### config.mk
export PLATFORM = sky130hd
export DESIGN_NAME = if_id_pipe_reg_flat
export DESIGN_NICKNAME = d
export VERILOG_FILES = /design/src/rtl/if_id_if.sv /design/src/rtl/if_id_pipe_reg.sv /design/src/flat_wrapper.sv
export SDC_FILE = /design/constraint.sdc
export NUM_CORES = 1
export LEC_CHECK = 0
export BUFFER_PORTS_ARGS = -buffer_cell sky130_fd_sc_hd__buf_2
export CORE_MARGIN = 1
export CORE_UTILIZATION = 40
export CTS_CLUSTER_DIAMETER = 100
export DETAILED_ROUTE_END_ITERATION = 16
export GPL_TIMING_DRIVEN = 0
export PLACE_DENSITY_LB_ADDON = 0.1
export SLEW_MARGIN = 20
export SYNTH_ARGS = -nofsm -noshare
export SYNTH_HDL_FRONTEND = slang
export SYNTH_SLANG_ARGS = --single-unit
### constraint.sdc
create_clock -name clk -period 1.6 [get_ports clk]
set_clock_uncertainty 0.2 [all_clocks]
set_input_delay 0 -clock clk [delete_from_list [all_inputs] [get_ports clk]]
set_output_delay 0 -clock clk [all_outputs]
set_load 0.01 [all_outputs]
### src/rtl/if_id_if.sv
// Fetch-to-decode bus: the F-side payload, the hazard-unit controls, the
// registered D-side outputs and the performance counters.
interface if_id_if #(
  parameter int DATA_W = 32,
  parameter int ADDR_W = 32,
  parameter int CNT_W  = 16
);
  logic [DATA_W-1:0] InstrF;
  logic [ADDR_W-1:0] PCF;
  logic [ADDR_W-1:0] PCPlus4F;
  logic              ValidF;
  logic              StallD;
  logic              FlushD;
  logic [DATA_W-1:0] InstrD;
  logic [ADDR_W-1:0] PCD;
  logic [ADDR_W-1:0] PCPlus4D;
  logic              ValidD;
  logic [CNT_W-1:0]  StallCount;
  logic [CNT_W-1:0]  FlushCount;

  modport master (
    output InstrF, PCF, PCPlus4F, ValidF, StallD, FlushD,
    input  InstrD, PCD, PCPlus4D, ValidD, StallCount, FlushCount
  );
  modport slave (
    input  InstrF, PCF, PCPlus4F, ValidF, StallD, FlushD,
    output InstrD, PCD, PCPlus4D, ValidD, StallCount, FlushCount
  );
endinterface

### src/rtl/if_id_pipe_reg.sv
// IF/ID pipeline register with valid tracking, stall/flush handling and
// saturating stall/flush event counters. Priority: reset > flush > stall > load.
module if_id_pipe_reg #(
  parameter int                DATA_W    = 32,
  parameter int                ADDR_W    = 32,
  parameter logic [DATA_W-1:0] NOP_INSTR = 32'h0000_0013,
  parameter int                CNT_W     = 16
) (
  input  logic   clk,
  input  logic   rst_n,
  if_id_if.slave bus
);
  localparam logic [CNT_W-1:0] CNT_ONE = CNT_W'(1);

  logic [DATA_W-1:0] instr_q,     instr_d;
  logic [ADDR_W-1:0] pc_q,        pc_d;
  logic [ADDR_W-1:0] pc_plus4_q,  pc_plus4_d;
  logic              valid_q,     valid_d;
  logic [CNT_W-1:0]  stall_cnt_q, stall_cnt_d;
  logic [CNT_W-1:0]  flush_cnt_q, flush_cnt_d;
  logic              stall_hit, flush_hit;

  always_comb begin
    instr_d    = instr_q;
    pc_d       = pc_q;
    pc_plus4_d = pc_plus4_q;
    valid_d    = valid_q;

    // A flush under stall discards the held D instruction, otherwise the incoming F one.
    flush_hit = bus.FlushD & (bus.StallD ? valid_q : bus.ValidF);
    stall_hit = bus.StallD & ~bus.FlushD & valid_q;

    if (bus.FlushD) begin
      instr_d    = NOP_INSTR;
      valid_d    = 1'b0;
      pc_d       = bus.PCF;
      pc_plus4_d = bus.PCPlus4F;
    end else if (!bus.StallD) begin
      // Mux on ValidF so undefined F data never reaches InstrD.
      instr_d    = bus.ValidF ? bus.InstrF : NOP_INSTR;
      valid_d    = bus.ValidF;
      pc_d       = bus.PCF;
      pc_plus4_d = bus.PCPlus4F;
    end

    stall_cnt_d = (stall_hit && stall_cnt_q != '1) ? stall_cnt_q + CNT_ONE : stall_cnt_q;
    flush_cnt_d = (flush_hit && flush_cnt_q != '1) ? flush_cnt_q + CNT_ONE : flush_cnt_q;
  end

  always_ff @(posedge clk) begin
    if (!rst_n) begin
      instr_q     <= NOP_INSTR;
      pc_q        <= '0;
      pc_plus4_q  <= '0;
      valid_q     <= 1'b0;
      stall_cnt_q <= '0;
      flush_cnt_q <= '0;
    end else begin
      instr_q     <= instr_d;
      pc_q        <= pc_d;
      pc_plus4_q  <= pc_plus4_d;
      valid_q     <= valid_d;
      stall_cnt_q <= stall_cnt_d;
      flush_cnt_q <= flush_cnt_d;
    end
  end

  assign bus.InstrD     = instr_q;
  assign bus.PCD        = pc_q;
  assign bus.PCPlus4D   = pc_plus4_q;
  assign bus.ValidD     = valid_q;
  assign bus.StallCount = stall_cnt_q;
  assign bus.FlushCount = flush_cnt_q;
endmodule

### src/flat_wrapper.sv
// flat-port wrapper written by rule: the top's interface ports become plain ports
module if_id_pipe_reg_flat 
#(
  parameter int                DATA_W    = 32,
  parameter int                ADDR_W    = 32,
  parameter logic [DATA_W-1:0] NOP_INSTR = 32'h0000_0013,
  parameter int                CNT_W     = 16
)
  (clk, rst_n, bus_InstrF, bus_PCF, bus_PCPlus4F, bus_ValidF, bus_StallD, bus_FlushD, bus_InstrD, bus_PCD, bus_PCPlus4D, bus_ValidD, bus_StallCount, bus_FlushCount);
  if_id_if #(.DATA_W(DATA_W), .ADDR_W(ADDR_W), .CNT_W(CNT_W)) bus_i ();
  input  logic clk;
  input  logic rst_n;
  input wire logic [$bits(bus_i.InstrF)-1:0] bus_InstrF;
  input wire logic [$bits(bus_i.PCF)-1:0] bus_PCF;
  input wire logic [$bits(bus_i.PCPlus4F)-1:0] bus_PCPlus4F;
  input wire logic [$bits(bus_i.ValidF)-1:0] bus_ValidF;
  input wire logic [$bits(bus_i.StallD)-1:0] bus_StallD;
  input wire logic [$bits(bus_i.FlushD)-1:0] bus_FlushD;
  output wire logic [$bits(bus_i.InstrD)-1:0] bus_InstrD;
  output wire logic [$bits(bus_i.PCD)-1:0] bus_PCD;
  output wire logic [$bits(bus_i.PCPlus4D)-1:0] bus_PCPlus4D;
  output wire logic [$bits(bus_i.ValidD)-1:0] bus_ValidD;
  output wire logic [$bits(bus_i.StallCount)-1:0] bus_StallCount;
  output wire logic [$bits(bus_i.FlushCount)-1:0] bus_FlushCount;
  assign bus_i.InstrF = bus_InstrF;
  assign bus_i.PCF = bus_PCF;
  assign bus_i.PCPlus4F = bus_PCPlus4F;
  assign bus_i.ValidF = bus_ValidF;
  assign bus_i.StallD = bus_StallD;
  assign bus_i.FlushD = bus_FlushD;
  assign bus_InstrD = bus_i.InstrD;
  assign bus_PCD = bus_i.PCD;
  assign bus_PCPlus4D = bus_i.PCPlus4D;
  assign bus_ValidD = bus_i.ValidD;
  assign bus_StallCount = bus_i.StallCount;
  assign bus_FlushCount = bus_i.FlushCount;
  if_id_pipe_reg #(.DATA_W(DATA_W), .ADDR_W(ADDR_W), .NOP_INSTR(NOP_INSTR), .CNT_W(CNT_W)) u_core (.clk(clk), .rst_n(rst_n), .bus(bus_i));
endmodule
; ---- Yosys cells after proc, flatten, opt, wreduce, memory -nomap -nowiden
; Index checks and enable logic that the tools add are counted.
[totals]
ff_bits = 129
[op_classes]
add_sub_neg = 2
eq_ne = 3
reduce_logical = 3
bitwise = 5
mux = 6
[op_table]
columns = cell, n
row1 = 32-bit 2-to-1 mux, 5
row2 = "16-bit by 1-bit adder with 16-bit output, second input constant", 2
row3 = "16-bit != test, second input constant", 2
row4 = 1-bit AND, 3
row5 = 1-bit logical AND, 2
row6 = "2-bit by 1-bit != test with 1-bit output, second input constant", 1
row7 = 1-bit inverter, 2
row8 = 2-bit OR reduction, 1
row9 = 1-bit 2-to-1 mux, 1

; ---- Longest topological paths before layout
; Gate-level depths: netlist (run 1).
[logic_depth]
word_depth = 4
mapped_depth = 6

; ---- Worst setup path after synthesis (run 1)
; No wires, ideal clock.
[synth_path]
kind = register -> register
from = register u_core.flush_cnt_q[0], in the netlist u_core.bus.FlushCount[0]
to = register u_core.flush_cnt_q[10], in the netlist u_core.bus.FlushCount[10]
setup_time_ns = 0.070
required_time_ns = 1.330
synth_period_minus_slack_ns = 1.875
setup_slack_ns = -0.275
arrival_time_ns = 1.605
n_path_buf = 0
stages_incl_launch_ff = 6
cell_sequence = dfxtp_1 -> ha_1 -> and3_1 -> nand4_4 -> or4_1 -> a21oi_1
[synth_via]
elab_chain_len = 2
elab_cells_between_ends = 3
classes_between = add/sub (1) / eq/ne (1) / reduce/logical (1)
[synth_lines]
columns = item, line
row1 = start: declaration, if_id_pipe_reg.sv:20  ; logic [CNT_W-1:0] flush_cnt_q, flush_cnt_d;
row2 = start signal: assignment, if_id_pipe_reg.sv:64  ; flush_cnt_q <= flush_cnt_d;
row3 = branches (longest 2 deep; another with 16-bit by 1-bit adder with 16-bit output), --
; Several ways; the timed one is not identified.
; A chain may end at the register's enable or synchronous reset.

; ---- Final worst setup path (run 1)
[layout_path]
from = register u_core.flush_cnt_q[8], in the netlist u_core.bus.FlushCount[8]
to = register u_core.flush_cnt_q[3], in the netlist u_core.bus.FlushCount[3]
[layout_via]
elab_chain_len = 2
[layout_lines]
columns = item, line
row1 = 16-bit != test, if_id_pipe_reg.sv:47  ; flush_cnt_d = (flush_hit && flush_cnt_q != '1) ? flush_cnt_q + CNT_ONE : flush_cnt_q;
row2 = 1-bit logical AND, if_id_pipe_reg.sv:47
; Every way passes these cells.

==> impl_results.md, run 1 <==
* Post-route DRC at 0
* Number of standard-cell rows in the floorplan at 40
* Worst reg2reg startpoint: u_core.bus.FlushCount[8]
* Average via count per standard cell at 5.07
* Sequential fraction of the synthesis area at 51.0%
* Number of enable-type register cells in the synthesized netlist at 0
* Met2 track demand over resource in global routing at 46.2%
* Number of warnings issued by yosys at 0
* Gpl congestion at 0.777
* Depth of the most critical reg-to-reg path at 6
* Slack of the critical path at -0.159 ns
* Met1 GRT Util at 27.7%
* Violated checks: negative hold slack, negative setup slack
* Critical path data arrival time at 1.89 ns
* CP Launch Type: flip-flop
* Clock tree from TritonCTS: done
* Post-layout minimum cycle time at 1.76 ns
* Synth unique cells at 47
* Total CTS buffers at 17
* Critical Path Max Stage Delay at 0.36 ns
* Post-synthesis area per instance at 8.47 um^2
* 1st-iter DRT viols at 312
* Most used cells in the layout excluding fill and tap cells: sky130_fd_sc_hd__buf_2, sky130_fd_sc_hd__nand2_1, sky130_fd_sc_hd__dlygate4sd3_1
* Clock slew at the register clock pins of the worst setup and hold paths at 0.05 ns
* Final max-slew violation count at 0
* # hold bufs at CTS at 109
* Status: finished, violations left
* Worst setup path class: reg -> reg
* Hold Slack at -0.0236 ns
* Clock insertion delay at the later pin of the skew report at 0.41 ns
* Routed wire length per instance at 15.0 um
* Global-route wire length before repair at 26,600 um
* Total number of H-tree levels at 4
* Master of the slowest instance on the critical path: sky130_fd_sc_hd__dfxtp_4
* Fraction of registers with async set or reset after synthesis at 0%
* Transition time at the pin with the least slew margin at 0.803 ns
* Max-capacitance violation count at 0
* Commonest non-fill, non-tap cell in the layout: sky130_fd_sc_hd__buf_2
* Initial Util at 41.6%
* Critical-path cell list: nand4_1 -> buf_4 -> nor4_4 -> buf_4 -> o21ai_2 -> a21oi_2
* Area occupied by multi-input gates at 0.00263 mm^2
* Overall routed net length at 17,600 um
* Number of cells on the worst hold path at 4
* Share of post-route cells with drive strength above 1 at 39.0%
* Class of the tightest hold or removal check: in -> reg
* Number of buffers on the longest clock path at 2
* Post-synthesis instance area at 0.00506 mm^2
* Maximum number of pins on one net before global-route repair at 17
* Layout overhead on the synthesized area at 74.6%
* Number of top-level pins at 230
* Final hold violation count at 1
* Worst-case hold path end point: u_core.bus.StallCount[4]
* Final global-route overflow total at 0
* Power per unit of standard cell area at 922 mW/mm^2
* Storage cell area at 0.00267 mm^2
* Clock Root Buffer: sky130_fd_sc_hd__clkbuf_16
* Via count of the first global-routing pass at 5,774
* Final cycle utilization of the critical path at 110%
* Antenna violations before repair at 0
* Number of fill cells at 893
* Placeable Area at 0.0122 mm^2
* Synth Flop Type: sky130_fd_sc_hd__dfxtp_1
* Synthesized netlist cell count at 598
* End of the worst register-to-register path: u_core.bus.FlushCount[3]
* Number of clock sinks at 129
* All-Layer GR Usage at 26.0%
* Comb power frac at 11.0%
* Total number of nets in the final design at 1,095
* Die outline width at 115 um
* Net Count, Synth at 701
* Antenna diodes at 0
* Worst-path fanout max at 5
* Slew margin rel. at 46.3%
* Area enclosed by the die boundary at 0.0131 mm^2
* Most frequent CP cell: sky130_fd_sc_hd__buf_4
* Upper clock frequency limit at 0.568 GHz
* Count of port buffers added during placement at 227
* Total via count in the routed design at 5,940
* Setup repair after global routing missed its margin: yes
* Setup slack on the worst flop-to-flop path at -0.16 ns
* Die extent in y at 115 um
* Leak pwr at 0.00404 uW
* Global-route track usage on met3 at 8.05%
* Flops & latches, synth at 129
* Number of iterations in the first detailed-routing pass at 4
* Sequential share of power at 41.3%
* Hold Crit Start: rst_n
* Reported net switching power at 1820 uW
* Internal cell power at 6330 uW
* Placed wire-length estimate after detailed placement at 10,500 um
* Endpoints failing setup at 18
* Switching portion of total power at 22.3%
* Antenna Nets Post-Route at 0
* Proportion of power drawn by the clock network at 47.7%
* Most Crowded Layer GR: met2
* Utilization after layout at 72.7%
* Peak VDD IR at 568 uV
* Category of the worst setup path capture point: flip-flop
* Worst setup path startpoint: u_core.bus.FlushCount[8]
* Worst EP required at 1.73 ns
power groups by stage:
stage | combinational [uW] | sequential (uW) | clock (uW)
after floorplan | 274 | 3510 | 0
after global placement | 641 | 3450 | 0
after detailed placement | 654 | 3460 | 0
after CTS | 876 | 3380 | 3940
after global routing | 979 | 3370 | 4110
final | 898 | 3360 | 3890
worst max path at each step:
stage | to | slack [ns] | cells past startpoint
floorplan | u_core.bus.FlushCount[1] | -0.04 | 6
global placement | u_core.bus.FlushCount[9] | -0.35 | 5
detailed placement | u_core.bus.FlushCount[7] | -0.32 | 5
CTS | u_core.bus.FlushCount[13] | -0.09 | 6
global route | u_core.bus.FlushCount[3] | -0.22 | 6
finish | u_core.bus.FlushCount[3] | -0.16 | 6
critical path: cells and delay by family (launching register included):
| kind | cells | cell delay (ns) |
|---|---|---|
| simple gates | 2 | 0.48 |
| buf+inv | 2 | 0.42 |
| flops | 1 | 0.36 |
| compound gates | 2 | 0.21 |
sequential cells by signal, summed over array words and instances (netlist names):
name,count
u_core.bus.FlushCount,16
u_core.bus.InstrD,32
u_core.bus.PCD,32
u_core.bus.PCPlus4D,32
u_core.bus.StallCount,16
u_core.bus.ValidD,1
layer usage:
layer	share of wire (%)	up-vias
met1	40	2785
met5	0	-
met2	50	218
met3	6.9	50
met4	3.0	0
li1	-	2887
synthesized netlist by cell type (8+ instances only):
cell	instances	share of area, %
sky130_fd_sc_hd__o21ai_0	8	0.79
sky130_fd_sc_hd__mux2i_1	11	2.2
sky130_fd_sc_hd__nand2b_1	13	1.6
sky130_fd_sc_hd__nand3_1	12	1.2
sky130_fd_sc_hd__nand4_1	11	1.4
sky130_fd_sc_hd__nor2_1	34	2.5
sky130_fd_sc_hd__buf_1	12	0.89
sky130_fd_sc_hd__a21oi_1	86	8.5
sky130_fd_sc_hd__nand2_1	152	11
sky130_fd_sc_hd__clkbuf_1	15	1.1
sky130_fd_sc_hd__buf_2	12	1.2
sky130_fd_sc_hd__dfxtp_1	129	51
sky130_fd_sc_hd__a22oi_1	29	4.3
metrics by stage:
step           setup TNS (ns)  total power, uW  instances  cell area (um^2)  setup WS, ns
2_1_floorplan          -0.251             3790        598              5150       -0.0397
3_3_place_gp           -19.59             4090        993              6500        -0.348
3_5_place_dp           -21.33             4110        993              6500        -0.322
4_1_cts                -0.798             8200       1161              8530       -0.0869
5_1_grt                 -3.49             8460       1172              8840        -0.218
6_report                -1.63             8150       1172              8840        -0.159
area by class of cell:
cell class | instances | share of cell area, %
flip-flops and latches | 129 | 30.2
multi-input cells | 425 | 29.7
repair buffers | 375 | 28.6
clock buffers | 27 | 6.03
well taps | 168 | 2.38
plain buffers | 40 | 2.05
clock inverters | 4 | 0.793
inverters | 4 | 0.170
logic make-up after synthesis:
group / after synthesis / share of synthesized area (%)
buf+inv: 44 / 3.63
compound gates: 144 / 16.8
fa+ha+maj: 2 / 0.494
flops: 129 / 51.0
simple gates: 267 / 25.6
mux: 12 / 2.47
what timing repair did:
item	CTS	global route
endpoints found under the setup margin	30	31
cloned	2	0
resized for setup	46	59
buffers inserted	26	11
pin swaps	22	30
hold endpoints to repair	110	1
No activity file was read; power rests on OpenSTA's default activity.
==> run 2: changes to the inputs <==
Settings changed: REMOVE_ABC_BUFFERS set to 1.
==> impl_results.md, run 2 (synthesis results as in run 1) <==
* Status: finished, violations left (unchanged)
* Violated checks: negative hold slack, negative setup slack (unchanged)
* Comb power frac at 12.1% (was 11.0%)
* Maximum number of pins on one net before global-route repair at 65 (was 17)
* Transition time at the pin with the least slew margin at 0.936 ns (was 0.803 ns)
* Worst reg2reg startpoint: u_core.bus.ValidD (was u_core.bus.FlushCount[8])
* Power per unit of standard cell area at 883 mW/mm^2 (was 922 mW/mm^2)
* Placeable Area at 0.0122 mm^2 (unchanged)
* Peak VDD IR at 627 uV (was 568 uV)
* Clock tree from TritonCTS: done (unchanged)
* Proportion of power drawn by the clock network at 45.4% (was 47.7%)
* # hold bufs at CTS at 132 (was 109)
* Number of iterations in the first detailed-routing pass at 5 (was 4)
* Initial Util at 41.6% (unchanged)
* 1st-iter DRT viols at 327 (was 312)
* Post-layout minimum cycle time at 1.74 ns (was 1.76 ns)
* Hold Slack at -0.0520 ns (was -0.0236 ns)
* Leak pwr at 0.00406 uW (was 0.00404 uW)
* Upper clock frequency limit at 0.575 GHz (was 0.568 GHz)
* Final max-slew violation count at 0 (unchanged)
* Reported net switching power at 1860 uW (was 1820 uW)
* Antenna Nets Post-Route at 0 (unchanged)
* Clock slew at the register clock pins of the worst setup and hold paths at 0.05 ns (about the same)
* End of the worst register-to-register path: u_core.bus.StallCount[14] (was u_core.bus.FlushCount[3])
* Number of clock sinks at 129 (unchanged)
* Hold Crit Start: bus_FlushD (was rst_n)
* Worst setup path class: reg -> reg (unchanged)
* Number of fill cells at 862 (was 893)
* Total number of H-tree levels at 4 (unchanged)
* Setup slack on the worst flop-to-flop path at -0.14 ns (was -0.16 ns)
* Clock insertion delay at the later pin of the skew report at 0.42 ns (was 0.41 ns)
* Switching portion of total power at 23.5% (was 22.3%)
* Clock Root Buffer: sky130_fd_sc_hd__clkbuf_16 (unchanged)
* Total via count in the routed design at 6,023 (was 5,940)
* Setup repair after global routing missed its margin: yes (unchanged)
* Commonest non-fill, non-tap cell in the layout: sky130_fd_sc_hd__buf_2 (unchanged)
* Final global-route overflow total at 0 (unchanged)
* Routed wire length per instance at 16.0 um (was 15.0 um)
* Setup_tns at -1.06 ns (was -1.63 ns)
* Post-route DRC at 0 (unchanged)
* All-Layer GR Usage at 27.2% (was 26.0%)
* Most used cells in the layout excluding fill and tap cells: sky130_fd_sc_hd__buf_2, sky130_fd_sc_hd__nand2_1, sky130_fd_sc_hd__dlygate4sd3_1 (unchanged)
* Share of post-route cells with drive strength above 1 at 39.4% (was 39.0%)
* CP Launch Type: flip-flop (unchanged)
* Slack of the critical path at -0.140 ns (was -0.159 ns)
* Max-capacitance violation count at 0 (unchanged)
* Global-route wire length before repair at 27,500 um (was 26,600 um)
* Cell area reported after detailed placement at 0.00633 mm^2 (was 0.00650 mm^2)
* Overall routed net length at 18,600 um (was 17,600 um)
* Endpoints failing setup at 21 (was 18)
* Storage cell area at 0.00267 mm^2 (about the same)
* Number of placed instances with taps included at 958 (was 993)
* Layout overhead on the synthesized area at 77.2% (was 74.6%)
* Antenna violations before repair at 0 (unchanged)
* Pre-CTS setup slack at -0.900 ns (was -0.322 ns)
* Category of the worst setup path capture point: flip-flop (unchanged)
* Slew margin rel. at 37.4% (was 46.3%)
* Class of the tightest hold or removal check: in -> reg (unchanged)
* Area enclosed by the die boundary at 0.0131 mm^2 (unchanged)
* Depth of the most critical reg-to-reg path at 5 (was 6)
* Finished layout cell area at 0.00897 mm^2 (was 0.00884 mm^2)
* Number of cells on the worst hold path at 4 (unchanged)
* Number of buffers on the longest clock path at 2 (unchanged)
* Area occupied by multi-input gates at 0.00261 mm^2 (was 0.00263 mm^2)
* Worst-case hold path end point: u_core.bus.FlushCount[4] (was u_core.bus.StallCount[4])
* Final hold violation count at 4 (was 1)
* Count of non-filler cells in the finished layout at 1,166 (was 1,172)
* Worst EP required at 1.72 ns (was 1.73 ns)
* Sequential share of power at 42.5% (was 41.3%)
* Via count of the first global-routing pass at 5,636 (was 5,774)
* Internal cell power at 6060 uW (was 6330 uW)
* Die outline width at 115 um (unchanged)
* Critical path data arrival time at 1.86 ns (was 1.89 ns)
* Average via count per standard cell at 5.17 (was 5.07)
* Die extent in y at 115 um (unchanged)
* Final cycle utilization of the critical path at 109% (was 110%)
* Number of standard-cell rows in the floorplan at 40 (unchanged)
* Worst-path fanout max at 4 (was 5)
* Gpl congestion at 0.763 (was 0.777)
* Placed wire-length estimate after detailed placement at 9790 um (was 10,500 um)
* Total number of nets in the final design at 1,090 (was 1,095)
* Total CTS buffers at 17 (unchanged)
* Count of port buffers added during placement at 229 (was 227)
* Number of top-level pins at 230 (unchanged)
[run 2: repair_timing]
action | in CTS | in global routing
setup endpoints to repair | 71 | 50
hold endpoints to repair | 121 | 4
cloned | 2 | 0
buffers inserted | 25 | 21
gates resized for setup | 80 | 44
pin swaps | 40 | 21
[run 2: cell type report]
cell class / count / area share (%)
Antenna cell: 1 / 0.0279
Clock buffer: 23 / 5.44
Clock inverter: 6 / 0.642
Inverter: 4 / 0.195
Multi-Input combinational cell: 426 / 29.1
Sequential cell: 129 / 29.8
Tap cell: 168 / 2.34
Timing Repair Buffer: 409 / 32.5
[run 2: worst max-delay path by stage]
stage | startpoint | endpoint | slack, ns | cells after the start
after floorplan | bus_StallD | u_core.bus.PCD[0] | -0.99 | 4
after global placement | bus_StallD | u_core.bus.PCD[13] | -2.89 | 5
after detailed placement | u_core.bus.FlushCount[0] | u_core.bus.FlushCount[15] | -0.90 | 5
after CTS | u_core.bus.FlushCount[1] | u_core.bus.FlushCount[10] | -0.1 | 5
after global routing | u_core.bus.ValidD | u_core.bus.StallCount[14] | -0.17 | 5
final | u_core.bus.ValidD | u_core.bus.StallCount[14] | -0.14 | 5
[run 2: worst max-delay path: stages (launching register included)]
cell and delay [ns]:
sky130_fd_sc_hd__dfxtp_2 0.35, sky130_fd_sc_hd__nand3b_1 0.20, sky130_fd_sc_hd__buf_4 0.22, sky130_fd_sc_hd__nor4_4 0.24, sky130_fd_sc_hd__a41oi_2 0.18, sky130_fd_sc_hd__a311oi_1 0.24
[run 2: power by group through the flow]
stage | combinational (uW) | clock (uW) | sequential, uW
2_1_floorplan | 234 | 0 | 3520
3_3_place_gp | 628 | 0 | 3450
3_5_place_dp | 650 | 0 | 3460
4_1_cts | 919 | 3630 | 3380
5_1_grt | 1030 | 3810 | 3370
6_report | 961 | 3600 | 3370
[run 2: layer usage]
layer  GRT usage [%]  up-vias  routed length [um]
met3            7.25       45                1280
met5               0        -                   0
met2            48.6      274                9660
li1                -     2879                   -
met1            29.2     2825                7150
met4            14.6        0                 513
[run 2: stage by stage]
step                      util (%)  power [uW]
after floorplan                  -        3750
after global placement        51.4        4080
after detailed placement      52.1        4110
after CTS                     71.2        7920
after global routing          73.7        8220
final                         73.8        7920
==> run 3: changes to the inputs <==
Settings changed: ABC_AREA set to 1, CTS_CLUSTER_DIAMETER 100 to not set.
==> impl_results.md, run 3 <==
* Worst setup path startpoint: u_core.bus.FlushCount[0] (was u_core.bus.ValidD)
* Die outline width at 116 um (was 115 um)
* Hold Slack at -0.195 ns (was -0.0520 ns)
* Worst reg2reg startpoint: u_core.bus.FlushCount[0] (was u_core.bus.ValidD)
* Final global-route overflow total at 0 (unchanged)
* Top cell family by delay on the critical path: simple AND/OR/NAND/NOR gates (unchanged)
* Main combinational cell family by area after synthesis: simple AND/OR/NAND/NOR gates (unchanged)
* Number of standard-cell rows in the floorplan at 41 (was 40)
* Commonest non-fill, non-tap cell in the layout: sky130_fd_sc_hd__buf_2 (unchanged)
* Post-layout minimum cycle time at 1.58 ns (was 1.74 ns)
* Master of the slowest instance on the critical path: sky130_fd_sc_hd__dfxtp_4 (was sky130_fd_sc_hd__dfxtp_2)
* Antenna violations before repair at 0 (unchanged)
* Worst-path fanout max at 6 (was 4)
* Depth of the most critical reg-to-reg path at 7 (was 5)
* Count of non-filler cells in the finished layout at 1,231 (was 1,166)
* Antenna Nets Post-Route at 0 (unchanged)
* Post-synthesis area per instance at 7.21 um^2 (was 8.47 um^2)
* Share of post-route cells with drive strength above 1 at 33.1% (was 39.4%)
* Worst Path Buf+Inv at 1 (unchanged)
* Termination of the worst setup path: u_core.bus.FlushCount[15] (was u_core.bus.StallCount[14])
* Number of warnings issued by yosys at 0 (unchanged)
* Leading post-synthesis cells by cell area: sky130_fd_sc_hd__dfxtp_1, sky130_fd_sc_hd__nor2_1, sky130_fd_sc_hd__nand2_1 (was sky130_fd_sc_hd__dfxtp_1, sky130_fd_sc_hd__nand2_1, sky130_fd_sc_hd__a21oi_1)
* Power per unit of standard cell area at 907 mW/mm^2 (was 883 mW/mm^2)
* Final max-slew violation count at 0 (unchanged)
* Critical-path cell list: ha_4 -> nand3_4 -> nor2_4 -> buf_12 -> nand3b_2 -> a21oi_1 -> nor2_1 (was nand3b_1 -> buf_4 -> nor4_4 -> a41oi_2 -> a311oi_1)
* Transition time at the pin with the least slew margin at 1.07 ns (was 0.936 ns)
* End of the worst register-to-register path: u_core.bus.FlushCount[15] (was u_core.bus.StallCount[14])
* Global-route track usage on met3 at 8.53% (was 7.25%)
* Total power after layout at 7570 uW (was 7920 uW)
* Class of the tightest hold or removal check: in -> reg (unchanged)
* Fraction of registers with async set or reset after synthesis at 0% (unchanged)
* Gpl congestion at 0.843 (was 0.763)
* Number of fill cells at 1,069 (was 862)
* 1st-iter DRT viols at 400 (was 327)
* Category of the worst setup path capture point: flip-flop (unchanged)
* Overall routed net length at 16,300 um (was 18,600 um)
* Worst EP required at 1.70 ns (was 1.72 ns)
* Average via count per standard cell at 4.74 (was 5.17)
* Clock insertion delay at the later pin of the skew report at 0.41 ns (was 0.42 ns)
* Post-route DRC at 0 (unchanged)
* Met2 track demand over resource in global routing at 39.6% (was 48.6%)
* Number of top-level pins at 230 (unchanged)
* Number of clock sinks at 129 (unchanged)
* Upper clock frequency limit at 0.631 GHz (was 0.575 GHz)
* Setup repair after global routing missed its margin: yes (unchanged)
* CP Launch Type: flip-flop (unchanged)
* Global-route wire length before repair at 25,100 um (was 27,500 um)
* Portion of synthesized cell area occupied by the leading cell type at 49.9% (was 51.0%)
* Antenna diodes at 0 (was 1)
* Compound-cell area share of the yosys netlist at 12.9% (was 16.8%)
* Sequential fraction of the synthesis area at 49.9% (was 51.0%)
* Total number of H-tree levels at 4 (unchanged)
* Number of placed instances with taps included at 1,085 (was 958)
* Violated checks: negative hold slack (was negative hold slack, negative setup slack)
* Placed wire-length estimate after detailed placement at 9390 um (was 9790 um)
* Clock slew at the register clock pins of the worst setup and hold paths at 0.05 ns (about the same)
* Synthesized netlist cell count at 717 (was 598)
* Status: finished, violations left (unchanged)
* Total via count in the routed design at 5,835 (was 6,023)
* Max-capacitance violation count at 0 (unchanged)
* Synth Flop Type: sky130_fd_sc_hd__dfxtp_1 (unchanged)
* Most used cells in the layout excluding fill and tap cells: sky130_fd_sc_hd__buf_2, sky130_fd_sc_hd__nor2_1, sky130_fd_sc_hd__nand2_1 (was sky130_fd_sc_hd__buf_2, sky130_fd_sc_hd__nand2_1, sky130_fd_sc_hd__dlygate4sd3_1)
* Final hold violation count at 91 (was 4)
* Clock tree from TritonCTS: done (unchanged)
* Die extent in y at 116 um (was 115 um)
* Finished layout cell area at 0.00835 mm^2 (was 0.00897 mm^2)
* Number of cells on the worst hold path at 3 (was 4)
* Total CTS buffers at 17 (unchanged)
* Slew margin rel. at 28.5% (was 37.4%)
* Placeable Area at 0.0126 mm^2 (was 0.0122 mm^2)
* Most Crowded Layer GR: met2 (unchanged)
* Peak VDD IR at 751 uV (was 627 uV)
* Area share of xor/xnor cells in the synthesized design at 1.02% (was 0%)
* Flops & latches, synth at 129 (unchanged)
* Endpoints failing setup at 0 (was 21)
* Portion of netlist area occupied by mux cells at 0% (was 2.47%)
* Cell area reported after detailed placement at 0.00642 mm^2 (was 0.00633 mm^2)
* Most repeated cell in the gate-level netlist after synthesis: sky130_fd_sc_hd__nor2_1 (was sky130_fd_sc_hd__nand2_1)
* Largest area contributor in the netlist: sky130_fd_sc_hd__dfxtp_1 (unchanged)
* Routed wire length per instance at 13.2 um (was 16.0 um)
* Leak pwr at 0.00392 uW (was 0.00406 uW)
* Synth unique cells at 28 (was 47)
* Number of iterations in the first detailed-routing pass at 4 (was 5)
* All-Layer GR Usage at 24.1% (was 27.2%)
* Initial Util at 41.0% (was 41.6%)
* Count of port buffers added during placement at 229 (unchanged)
* Area enclosed by the die boundary at 0.0134 mm^2 (was 0.0131 mm^2)
* Layout overhead on the synthesized area at 61.5% (was 77.2%)
* Clock Root Buffer: sky130_fd_sc_hd__clkbuf_16 (unchanged)
* Simple-gate share of the synthesized area at 30.8% (was 25.6%)
* Top cells by instance count after synthesis: sky130_fd_sc_hd__nor2_1, sky130_fd_sc_hd__nand2_1, sky130_fd_sc_hd__dfxtp_1 (was sky130_fd_sc_hd__nand2_1, sky130_fd_sc_hd__dfxtp_1, sky130_fd_sc_hd__a21oi_1)
* Critical Path Max Stage Delay at 0.37 ns (was 0.35 ns)
* Setup slack on the worst flop-to-flop path at 0.02 ns (was -0.14 ns)
* Maximum number of pins on one net before global-route repair at 93 (was 65)
* Total number of nets in the final design at 1,158 (was 1,090)
* Utilization after layout at 66.2% (was 73.8%)
* Worst setup path class: reg -> reg (unchanged)
* Crit. path cell count at 7 (was 5)
* Post-synthesis instance area at 0.00517 mm^2 (was 0.00506 mm^2)
* Number of buffers on the longest clock path at 2 (unchanged)
* Critical path data arrival time at 1.68 ns (was 1.86 ns)
* Via count of the first global-routing pass at 5,245 (was 5,636)
* Final cycle utilization of the critical path at 99.0% (was 109%)
* Area share of fa/ha/maj cells after synthesis at 0.484% (was 0.494%)
* Met1 GRT Util at 28.7% (was 29.2%)
* Number of enable-type register cells in the synthesized netlist at 0 (unchanged)
run 3: changes by cell type after synthesis, sizes merged, moves of 11 or more:
cell	previous run	this run
nand2b	13	0
nand2	153	142
nand3	12	30
a22oi	29	0
o21ai	8	72
mux2i	11	0
a21oi	86	53
nor2	34	210
inv	4	25
buf	25	14
run 3: cell type report:
cell class	count	area (um^2)	share of cell area, %
Timing Repair inverter	1	7.51	0.0899
Timing Repair Buffer	348	2340	28.1
Inverter	25	104	1.24
Clock buffer	20	467	5.59
Multi-Input combinational cell	533	2570	30.7
Clock inverter	3	15.0	0.180
Sequential cell	129	2630	31.5
Tap cell	172	215	2.58
run 3: worst register-to-register path, stage by stage, from the launching register on:
cell and delay (ns):
sky130_fd_sc_hd__dfxtp_4 0.37, sky130_fd_sc_hd__ha_4 0.15, sky130_fd_sc_hd__nand3_4 0.11, sky130_fd_sc_hd__nor2_4 0.14
sky130_fd_sc_hd__buf_12 0.14, sky130_fd_sc_hd__nand3b_2 0.13, sky130_fd_sc_hd__a21oi_1 0.17, sky130_fd_sc_hd__nor2_1 0.06
run 3: repair_timing:
item                                    CTS  global route
gates resized for setup                  34            53
pin swaps                                 7            17
hold buffers                            102             1
endpoints found under the hold margin   125            92
endpoints found under the setup margin  126            65
buffers inserted                          4            11
cloned                                    3             2
run 3: logic make-up after synthesis:
| family | count (synthesis) |
|---|---|
| compound gates | 129 |
| xor+xnor | 6 |
| fa+ha+maj | 2 |
| buf+inv | 59 |
| flops | 129 |
| simple gates | 392 |
run 3: report_power, final:
group	switching, uW	internal [uW]	total [uW]
registers	74.2	3350	3430
logic	449	453	903
clock network	1240	2010	3250
total	1760	5810	7570
run 3: worst min-delay path by stage:
stage                       start                        to  slack, ns
floorplan                   rst_n  u_core.bus.StallCount[5]      -0.08
CTS                    bus_StallD         u_core.bus.ValidD      -0.21
global route                rst_n  u_core.bus.FlushCount[3]      -0.18
detailed placement  bus_InstrF[1]      u_core.bus.InstrD[1]       0.02
global placement    bus_InstrF[0]      u_core.bus.InstrD[0]       0.03
finish                      rst_n  u_core.bus.StallCount[6]      -0.20
run 3: metrics by stage:
stage / hold slack [ns] / worst slack [ns] / TNS [ns]
6_report: -0.195 / 0.0154 / 0
3_3_place_gp: 0.0265 / -4.13 / -310.00
3_5_place_dp: 0.0250 / -0.698 / -69.15
4_1_cts: -0.211 / 0.0146 / 0
2_1_floorplan: -0.0793 / -1.38 / -88.82
5_1_grt: -0.183 / -0.0527 / -0.350
run 3: layer usage:
| layer | vias up | wire (um) |
|---|---|---|
| li1 | 2977 | - |
| met4 | 0 | 344 |
| met2 | 228 | 7720 |
| met3 | 24 | 1220 |
| met1 | 2606 | 6980 |
| met5 | - | 0 |
